**config.mk**
```make
export PLATFORM = sky130hd
export DESIGN_NAME = thiele_graph_loader
export DESIGN_NICKNAME = d
export VERILOG_FILES = /design/src/rtl/thiele_loader_pkg.sv /design/src/rtl/thiele_adjacency_regs.sv /design/src/rtl/thiele_graph_loader.sv
export SDC_FILE = /design/constraint.sdc
export NUM_CORES = 1
export LEC_CHECK = 0
export CELL_PAD_IN_SITES_DETAIL_PLACEMENT = 0
export CELL_PAD_IN_SITES_GLOBAL_PLACEMENT = 1
export CORE_ASPECT_RATIO = 0.9
export CORE_MARGIN = 8
export CORE_UTILIZATION = 35
export CTS_BUF_LIST = sky130_fd_sc_hd__clkbuf_8 sky130_fd_sc_hd__clkbuf_16
export DETAILED_ROUTE_END_ITERATION = 8
export PLACE_DENSITY = 0.81
export SKIP_CTS_REPAIR_TIMING = 1
export SLEW_MARGIN = 15
export SYNTH_ARGS = -nofsm -noshare
export SYNTH_HDL_FRONTEND = slang
export SYNTH_SLANG_ARGS = --single-unit
```
**constraint.sdc**
```tcl
create_clock -name clk -period 2.9 [get_ports clk]
set_input_delay 0.58 -clock clk [delete_from_list [all_inputs] [get_ports clk]]
set_output_delay 0.58 -clock clk [all_outputs]
set_load 0.01 [all_outputs]
```
**src/rtl/thiele_loader_pkg.sv**
```systemverilog
// ============================================================================
// thiele_loader_pkg : shared state encoding, defaults and edge validity check
// Rev 1.0
// ============================================================================
`default_nettype none

package thiele_loader_pkg;

  localparam int DEFAULT_IDX_W = 8;
  localparam int DEFAULT_CNT_W = 16;

  typedef enum logic [1:0] {
    ST_IDLE      = 2'd0,
    ST_LOAD      = 2'd1,
    ST_WAIT_DONE = 2'd2,
    ST_RELEASE   = 2'd3
  } state_e;

  // An edge is usable only if both endpoints exist and it is not a self-loop.
  function automatic logic edge_ok(input int u, input int v, input int nodes);
    return (u < nodes) && (v < nodes) && (u != v);
  endfunction

endpackage

`default_nettype wire

```
**src/rtl/thiele_adjacency_regs.sv**
```systemverilog
// ============================================================================
// thiele_adjacency_regs : symmetric NODES x NODES adjacency bit matrix
// Rev 1.0
// ============================================================================
`default_nettype none

module thiele_adjacency_regs
  import thiele_loader_pkg::*;
#(
  parameter int NODES = 9,
  parameter int IDX_W = DEFAULT_IDX_W
) (
  input  logic                     clk,
  input  logic                     reset,
  input  logic                     clear,
  input  logic                     set_en,
  input  logic [IDX_W-1:0]         u,
  input  logic [IDX_W-1:0]         v,
  output logic [NODES*NODES-1:0]   adjacency
);

  logic [NODES*NODES-1:0] adj_d;
  logic [NODES*NODES-1:0] adj_q;

  for (genvar r = 0; r < NODES; r++) begin : g_row
    for (genvar c = 0; c < NODES; c++) begin : g_col
      logic hit;
      // Either orientation of the edge lands on this cell, keeping the matrix symmetric.
      assign hit = set_en &&
                   (((u == IDX_W'(r)) && (v == IDX_W'(c))) ||
                    ((u == IDX_W'(c)) && (v == IDX_W'(r))));
      assign adj_d[r*NODES+c] = !clear && (adj_q[r*NODES+c] || hit);
    end
  end

  always_ff @(posedge clk) begin
    if (reset) begin
      adj_q <= '0;
    end else begin
      adj_q <= adj_d;
    end
  end

  assign adjacency = adj_q;

endmodule

`default_nettype wire

```
**src/rtl/thiele_graph_loader.sv**
```systemverilog
// ============================================================================
// thiele_graph_loader : edge-stream loader, solver launcher and result latch
// Optional watchdog: define THIELE_LOADER_WATCHDOG_EN.  Rev 1.0
// ============================================================================
`default_nettype none

module thiele_graph_loader
  import thiele_loader_pkg::*;
#(
  parameter int NODES           = 9,
  parameter int IDX_W           = DEFAULT_IDX_W,
  parameter int CNT_W           = DEFAULT_CNT_W,
  parameter int WATCHDOG_CYCLES = 1000000
) (
  input  logic                   clk,
  input  logic                   reset,
  input  logic                   load_start,
  input  logic                   edge_valid,
  output logic                   edge_ready,
  input  logic [IDX_W-1:0]       edge_u,
  input  logic [IDX_W-1:0]       edge_v,
  input  logic                   edge_last,
  output logic [NODES*NODES-1:0] adjacency,
  output logic                   solver_start,
  input  logic                   solver_done,
  input  logic                   solver_success,
  output logic                   busy,
  output logic                   result_valid,
  output logic                   result_success,
  output logic                   load_error,
  output logic [CNT_W-1:0]       edge_count,
  output logic [CNT_W-1:0]       reject_count,
  output logic                   timeout
);

  state_e           state_q, state_d;
  logic             solver_start_q, solver_start_d;
  logic             result_valid_q, result_valid_d;
  logic             result_success_q, result_success_d;
  logic             load_error_q, load_error_d;
  logic             timeout_q, timeout_d;
  logic [CNT_W-1:0] edge_count_q, edge_count_d;
  logic [CNT_W-1:0] reject_count_q, reject_count_d;
  logic             restart;
  logic             beat_ok;
  logic             adj_clear;
  logic             adj_set;

`ifdef THIELE_LOADER_WATCHDOG_EN
  localparam int WD_W = $clog2(WATCHDOG_CYCLES + 1);
  localparam logic [WD_W-1:0] WD_LAST = WD_W'(WATCHDOG_CYCLES - 1);
  logic [WD_W-1:0] wd_cnt_q, wd_cnt_d;
`else
  logic [31:0] unused_watchdog;
  assign unused_watchdog = WATCHDOG_CYCLES;
`endif

  assign restart = load_start && ((state_q == ST_IDLE) || (state_q == ST_LOAD));
  assign beat_ok = edge_ok(32'(edge_u), 32'(edge_v), NODES);

  always_comb begin
    state_d          = state_q;
    solver_start_d   = solver_start_q;
    result_valid_d   = result_valid_q;
    result_success_d = result_success_q;
    load_error_d     = load_error_q;
    timeout_d        = timeout_q;
    edge_count_d     = edge_count_q;
    reject_count_d   = reject_count_q;
    adj_clear        = 1'b0;
    adj_set          = 1'b0;
`ifdef THIELE_LOADER_WATCHDOG_EN
    wd_cnt_d         = '0;
`endif
    if (restart) begin
      // A new graph wins over any beat presented in the same cycle.
      state_d          = ST_LOAD;
      adj_clear        = 1'b1;
      edge_count_d     = '0;
      reject_count_d   = '0;
      result_valid_d   = 1'b0;
      result_success_d = 1'b0;
      load_error_d     = 1'b0;
      timeout_d        = 1'b0;
    end else begin
      case (state_q)
        ST_IDLE: ;
        ST_LOAD: begin
          if (edge_valid) begin
            if (beat_ok) begin
              adj_set = 1'b1;
              if (edge_count_q != '1) edge_count_d = edge_count_q + CNT_W'(1);
            end else begin
              load_error_d = 1'b1;
              if (reject_count_q != '1) reject_count_d = reject_count_q + CNT_W'(1);
            end
            if (edge_last) begin
              if (load_error_q || !beat_ok) begin
                result_valid_d   = 1'b1;
                result_success_d = 1'b0;
                state_d          = ST_IDLE;
              end else begin
                solver_start_d = 1'b1;
                state_d        = ST_WAIT_DONE;
              end
            end
          end
        end
        ST_WAIT_DONE: begin
`ifdef THIELE_LOADER_WATCHDOG_EN
          wd_cnt_d = wd_cnt_q + WD_W'(1);
`endif
          if (solver_done) begin
            result_success_d = solver_success;
            solver_start_d   = 1'b0;
            state_d          = ST_RELEASE;
          end
`ifdef THIELE_LOADER_WATCHDOG_EN
          else if (wd_cnt_q == WD_LAST) begin
            timeout_d        = 1'b1;
            result_success_d = 1'b0;
            solver_start_d   = 1'b0;
            state_d          = ST_RELEASE;
          end
`endif
        end
        ST_RELEASE: begin
          // The solver leaves its finished state only after start drops.
          if (!solver_done) begin
            result_valid_d = 1'b1;
            state_d        = ST_IDLE;
          end
        end
        default: state_d = ST_IDLE;
      endcase
    end
  end

  always_ff @(posedge clk) begin
    if (reset) begin
      state_q          <= ST_IDLE;
      solver_start_q   <= 1'b0;
      result_valid_q   <= 1'b0;
      result_success_q <= 1'b0;
      load_error_q     <= 1'b0;
      timeout_q        <= 1'b0;
      edge_count_q     <= '0;
      reject_count_q   <= '0;
    end else begin
      state_q          <= state_d;
      solver_start_q   <= solver_start_d;
      result_valid_q   <= result_valid_d;
      result_success_q <= result_success_d;
      load_error_q     <= load_error_d;
      timeout_q        <= timeout_d;
      edge_count_q     <= edge_count_d;
      reject_count_q   <= reject_count_d;
    end
  end

`ifdef THIELE_LOADER_WATCHDOG_EN
  always_ff @(posedge clk) begin
    if (reset) begin
      wd_cnt_q <= '0;
    end else begin
      wd_cnt_q <= wd_cnt_d;
    end
  end
`endif

  thiele_adjacency_regs #(
    .NODES (NODES),
    .IDX_W (IDX_W)
  ) u_adj (
    .clk       (clk),
    .reset     (reset),
    .clear     (adj_clear),
    .set_en    (adj_set),
    .u         (edge_u),
    .v         (edge_v),
    .adjacency (adjacency)
  );

  assign edge_ready     = (state_q == ST_LOAD);
  assign busy           = (state_q != ST_IDLE);
  assign solver_start   = solver_start_q;
  assign result_valid   = result_valid_q;
  assign result_success = result_success_q;
  assign load_error     = load_error_q;
  assign edge_count     = edge_count_q;
  assign reject_count   = reject_count_q;
  assign timeout        = timeout_q;

endmodule

`default_nettype wire

```
# [After elaboration in Yosys (flattened, before gate mapping)]
# Index checks and enable logic that the tools add are counted.
# Widths: inputs -> output; s select.
[classes] bitwise_logic=2 order_cmp=2 n_mux=27 eq_ne=32 n_addsub=2 n_reduce_logical=348
[op_table] cell="$logic_and 1x1->1" count=210
[op_table] cell="$logic_or 1x1->1" count=119
[op_table] cell="$eq 8x3->1 const B" count=8
[op_table] cell="$add 16x1->16 const B" count=2
[op_table] cell="$eq 8x2->1 const B" count=4
[op_table] cell="$ne 16x16->1 const B" count=2
[op_table] cell="$reduce_and 5->1" count=4
[op_table] cell="$mux 1" count=18
[op_table] cell="$eq 8x1->1 const B" count=2
[op_table] cell="$eq 8x4->1 const B" count=2
[op_table] cell="$logic_not 8->1" count=2
[op_table] cell="$lt 8x4->1 const B" count=2
[op_table] cell="$mux 2" count=5
[op_table] cell="$ne 2x2->1 const B" count=4
[op_table] cell="$ne 8x8->1" count=1
[op_table] cell="$reduce_and 4->1" count=2
[op_table] cell="$ne 3x3->1 const B" count=2
[op_table] cell="$pmux 1 s2" count=3
[op_table] cell="$pmux 2 s3" count=1
[op_table] cell="$reduce_and 6->1" count=1
[op_table] cell="$reduce_bool 2->1" count=3
[op_table] cell="$eq 2x2->1 const B" count=2
[op_table] cell="$ne 2x1->1 const B" count=2
[op_table] cell="$reduce_bool 4->1" count=1
[op_table] cell="other kinds (9)" count=11
[word_totals] elab_cells=422 input_bits=23 out_inout_bits=120 reg_bits=119

# [Longest topological paths before layout]
[depth] depth_word=10 ltp_mapped=8 mapped_depth_nobuf=6

# [By module]
# From an unflattened synthesis, not the netlist that was laid out.
[unflattened] cells_unflattened=657 hier_area_um2=5635.4
[modules_own_cells] mod="thiele_adjacency_regs" seq_area_each_um2=1621.6 n_inst=1 cells_each=370 area_each_um2=3378.2
[modules_own_cells] mod="thiele_graph_loader" seq_area_each_um2=760.7 n_inst=1 cells_each=287 area_each_um2=2257.2

# [Worst setup path before layout]
# OpenSTA, ideal clock, no wires.
[synth_timing] path_kind="input port to flip-flop" from="input port edge_u[7]" to="register edge_count_q[2], in the netlist edge_count[2]" path_buffers=2 stages=7 arrival_ps=2435 setup_time_ps=70 t_required_ps=2830 setup_slack_ps=395 cell_sequence="or4_1 -> buf_2 -> a2111oi_4 -> o21ai_2 -> buf_6 -> or4_1 -> a21oi_1"
[synth_via] elab_chain_len=4 word_cells_on_any_way=5 classes_between="order compare (1); eq/ne (1); reduce/logical (3)"
[synth_lines] element="start: declaration" line="thiele_graph_loader.sv:20" rtl="input logic [IDX_W-1:0] edge_u,"
[synth_lines] element="$lt 8x4->1" line="thiele_loader_pkg.sv:21" rtl="return (u < nodes) && (v < nodes) && (u != v);"
[synth_lines] element="$logic_and 1x1->1" line="thiele_loader_pkg.sv:21"
[synth_lines] element="$logic_and 1x1->1 (*)" line="thiele_loader_pkg.sv:21"
[synth_lines] element="$reduce_and 4->1 (no source line) (*)"
[synth_lines] element="end signal: assignment" line="thiele_graph_loader.sv:156" rtl="edge_count_q <= edge_count_d;"
[synth_lines] element="end: declaration" line="thiele_graph_loader.sv:42" rtl="logic [CNT_W-1:0] edge_count_q, edge_count_d;"
# Every way passes the cells marked *; elsewhere a longest branch is shown, timed or not.
# A chain may end at the register's enable or synchronous reset.

# [Worst setup path in the final report]
[layout_timing] from="input port edge_u[7]" to="register edge_count_q[6], in the netlist edge_count[6]"
# Same word-level chain as after synthesis.

==> results summary <==
The flow ran to the end, and the final reports show no timing, DRC or antenna violations. The slew at the pin closest to its max-slew limit came out at 0.6606 ns. The share of power burned in registers is 39.5%. The number of antenna violations at the first check in global routing is 3.

IR analysis of the VDD net gives a maximum drop of 0.0004799 V. The number of endpoints failing setup at the final stage is 0. From bottom edge to top edge, the die measures 129.9 um.

The vias after detailed routing is 4991. The library cells used most frequently in the layout, excluding fill and tap cells, are 141 x clkdlybuf4s50_1, 119 x dfxtp_1, 68 x o21a_1. Synthesis handed over a netlist of 558 instances. The critical path goes through clkdlybuf4s50_1 > or4_1 > a2111oi_4 > o21ai_2 > buf_12 > or4_1 > a21oi_1. Counting both buffers and inverters, the worst setup path holds a total of 2. At the end of routability-driven placement, the weighted congestion stood at 0.8780. The post-detailed-route count of antenna-violating nets came out at 0. The commonest non-fill, non-tap cell in the layout is clkdlybuf4s50_1. The total CTS buffers is 17.

The max-slew violation count came out at 0. In this run the static leakage power is 2.582 nW. The initialized floorplan defines 41 standard-cell rows.

The share of the Yosys chip area taken by registers is 47.23%. The worst setup path is of the in -> reg kind. The post-placement cell area came out at 6977 um2. The area used by multi-input combinational logic is 2521 um2. The critical-path cell with the highest stage delay is or4_1. Measured against its own limit, the worst slew margin works out to 55.96%. In this run the standard cell core region covers 14060 um2.

The total chip power came out at 4.155 mW. The fraction of the cycle the final worst path needs is 89.78%. The final global-route overflow total is 0. The met1 usage in global routing is 18.27%. The most used routing layer is met2. The met2 track utilization from global routing is 27.94%. The remaining routing DRC violations is 0.

On the final layout, the worst clock skew is 0.01132 ns. The cell that appears most often on the critical path is or4_1. The number of design-rule violations left by the first detailed-router iteration came out at 281.

Setup repair after global routing left no endpoint under its margin. TritonCTS built the clock tree. After synthesis, the mean cell area works out to 9.039 um2.

The wire length of the first global-routing pass is 24.93 mm. In this run the worst path has a maximum fanout of 29. The buffer levels on the longest clock path came out at 2. The worst path in the final design needs a cycle of 2.604 ns, including I/O delays and setup. In this run the number of H-tree levels came out at 4.

The largest net degree at the start of global routing is 84. The fraction of layout instances using a drive strength above 1 is 12.18%. The reported max-cap violation count came out at 0. The worst setup path is launched from a primary input. The final design area excluding fillers came out at 7640 um2. The die outline area is 18510 um2. During I/O placement, the number of pins put on the boundary was 143. The share of flip-flops with an asynchronous set or reset after synthesis came out at 0%.

The number of fillers in the final layout came out at 1305. The synthesis warning total came out at 0. From synthesis to final layout, the design area changed by 51.48%.

The footprint of the flip-flops and latches came out at 2382 um2. Of the total power, combinational logic draws 4.4%. The die boundary width is 142.5 um. The power density over the cells is 543.9 nW/um2. The per-cell via count in the routed design is 5.304. The via count of the first global-routing pass came out at 4905. The largest delay contributor family on the critical path is simple AND/OR/NAND/NOR gates.

The internal power component came out at 3.276 mW. The maximum clock rate is 0.3841 GHz. The root buffer cell is clkbuf_16. The total clock sinks is 119. The count of TritonRoute iterations in the first routing pass is 5. The synthesized netlist occupies a cell area of 5044 um2. The power dissipated by switching net loads came out at 0.8789 mW. The global-route met3 utilization is 8.908%. The number of flip-flops and latches in the synthesized netlist is 119. The number of input and output port buffers inserted came out at 141. The final net count came out at 759. The detailed-route wire length per cell came out at 16.68 um. The number of hold violations in the final report is 0. The total track usage is 17.09%.

The share of power burned in the clock network came out at 56.1%. The clock insertion delay at the later pin of the skew report is 0.42 ns. For this configuration, the core starts out at a cell density of 35.88%.

The category of the worst setup path capture point is a flip-flop. The number of distinct library cells after synthesis is 54. The required time at the endpoint of the critical path is 3.24 ns. The synthesized net count is 583. The HPWL after detailed placement is 11.96 mm. The biggest cell delay along the critical path is 0.62 ns. The overall routed net length is 15.70 mm.

The signal arrival time at the worst endpoint came out at 2.95 ns. The tightest min-delay check is of the reg -> reg type. The switching share of power is 21.15%. The prevailing post-synth register cell is dfxtp_1. After clock tree synthesis, the clock-pin slew on the worst setup and hold paths is 0.05 ns.

The number of enable-type register cells in the synthesized netlist is 0.
routing by layer:
layer	part of all wire (%)	wire length, um
met1	40	6317
met2	48	7465
met3	9.9	1560
met4	2.0	320
met5	0.22	34
through the flow:
step / instances / hold slack [ns] / utilization, % / setup TNS (ns) / setup WS [ns]
2_1_floorplan: 558 / 0.4881 / - / 0 / 0.3947
3_3_place_gp: 908 / 0.4421 / 49.64 / -0.4690 / -0.05183
3_5_place_dp: 908 / 0.4459 / 49.64 / -1.090 / -0.1201
4_1_cts: 940 / 0.4589 / 54.34 / 0 / 0.3188
5_1_grt: 940 / 0.4744 / 54.34 / 0 / 0.1943
6_report: 941 / 0.4553 / 54.35 / 0 / 0.2963
final cells by class:
| type | count | area share, % |
|---|---|---|
| well taps | 193 | 3.161 |
| diodes | 1 | 0.03275 |
| multi-input cells | 403 | 33.00 |
| repair buffers | 191 | 23.88 |
| flip-flops and latches | 119 | 31.18 |
| inverters | 2 | 0.09826 |
| clock inverters | 14 | 2.899 |
| clock buffers | 18 | 5.748 |
power groups by stage:
stage | Clock [mW] | Combinational [mW] | Sequential, mW
floorplan | 0 | 0.0874 | 1.67
global placement | 0 | 0.182 | 1.68
detailed placement | 0 | 0.184 | 1.68
CTS | 2.37 | 0.185 | 1.64
global route | 2.45 | 0.199 | 1.64
finish | 2.33 | 0.184 | 1.64
cells by family after synthesis:
group                    count (synthesis)  share of synthesized area, %
AND/OR/NAND/NOR                        214                         23.84
AO/OA/AOI/OAI                          177                         23.77
flip-flops                             119                         47.23
buffers and inverters                   36                         3.002
XOR/XNOR                                 8                         1.389
adder cells (fa/ha/maj)                  2                        0.4961
other                                    1                       0.07435
multiplexers                             1                        0.1985
Yosys cell counts, types with 2 or more instances:
cell	number	area, um2
inv_1	2	7.510
ha_1	2	25.02
nand2_1	34	127.6
and4_1	6	52.55
a41o_1	2	20.02
or4_1	18	135.1
o22ai_1	15	93.84
nand4_1	14	87.58
o31a_1	2	17.52
and3_1	6	37.54
a41oi_1	2	17.52
nand3b_1	5	37.54
o31ai_1	14	105.1
xnor2_1	8	70.07
clkbuf_1	27	101.4
a31oi_1	2	12.51
nor3_1	23	115.1
and2_1	11	68.82
a211oi_1	2	15.01
o21a_1	68	510.5
a21oi_1	37	185.2
o211ai_1	2	15.01
nand2b_1	7	43.79
nor2b_1	7	43.79
nor4_1	5	31.28
nand3_1	26	130.1
dfxtp_1	119	2382
o21ai_0	22	110.1
buf_2	4	20.02
or2_2	5	31.28
or3_1	14	87.58
nor2_1	25	93.84
registers in the layout, summed over array words and instances (netlist names):
signal           cells
reject_count        16
result_success       1
edge_count          16
u_adj.adjacency     81
solver_start         1
load_error           1
result_valid         1
state_q              2
worst paths after layout:
| check | startpoint | endpoint | slack (ns) | cells after the start |
|---|---|---|---|---|
| max reg2reg | edge_count[2] | edge_count[6] | 0.71 | 5 |
| min reg2reg | u_adj.adjacency[30] | u_adj.adjacency[30] | 0.46 | 1 |
| min | u_adj.adjacency[30] | u_adj.adjacency[30] | 0.46 | 1 |
| max | edge_u[7] | edge_count[6] | 0.30 | 7 |
Note: power is estimated with default switching activity, not from simulation.
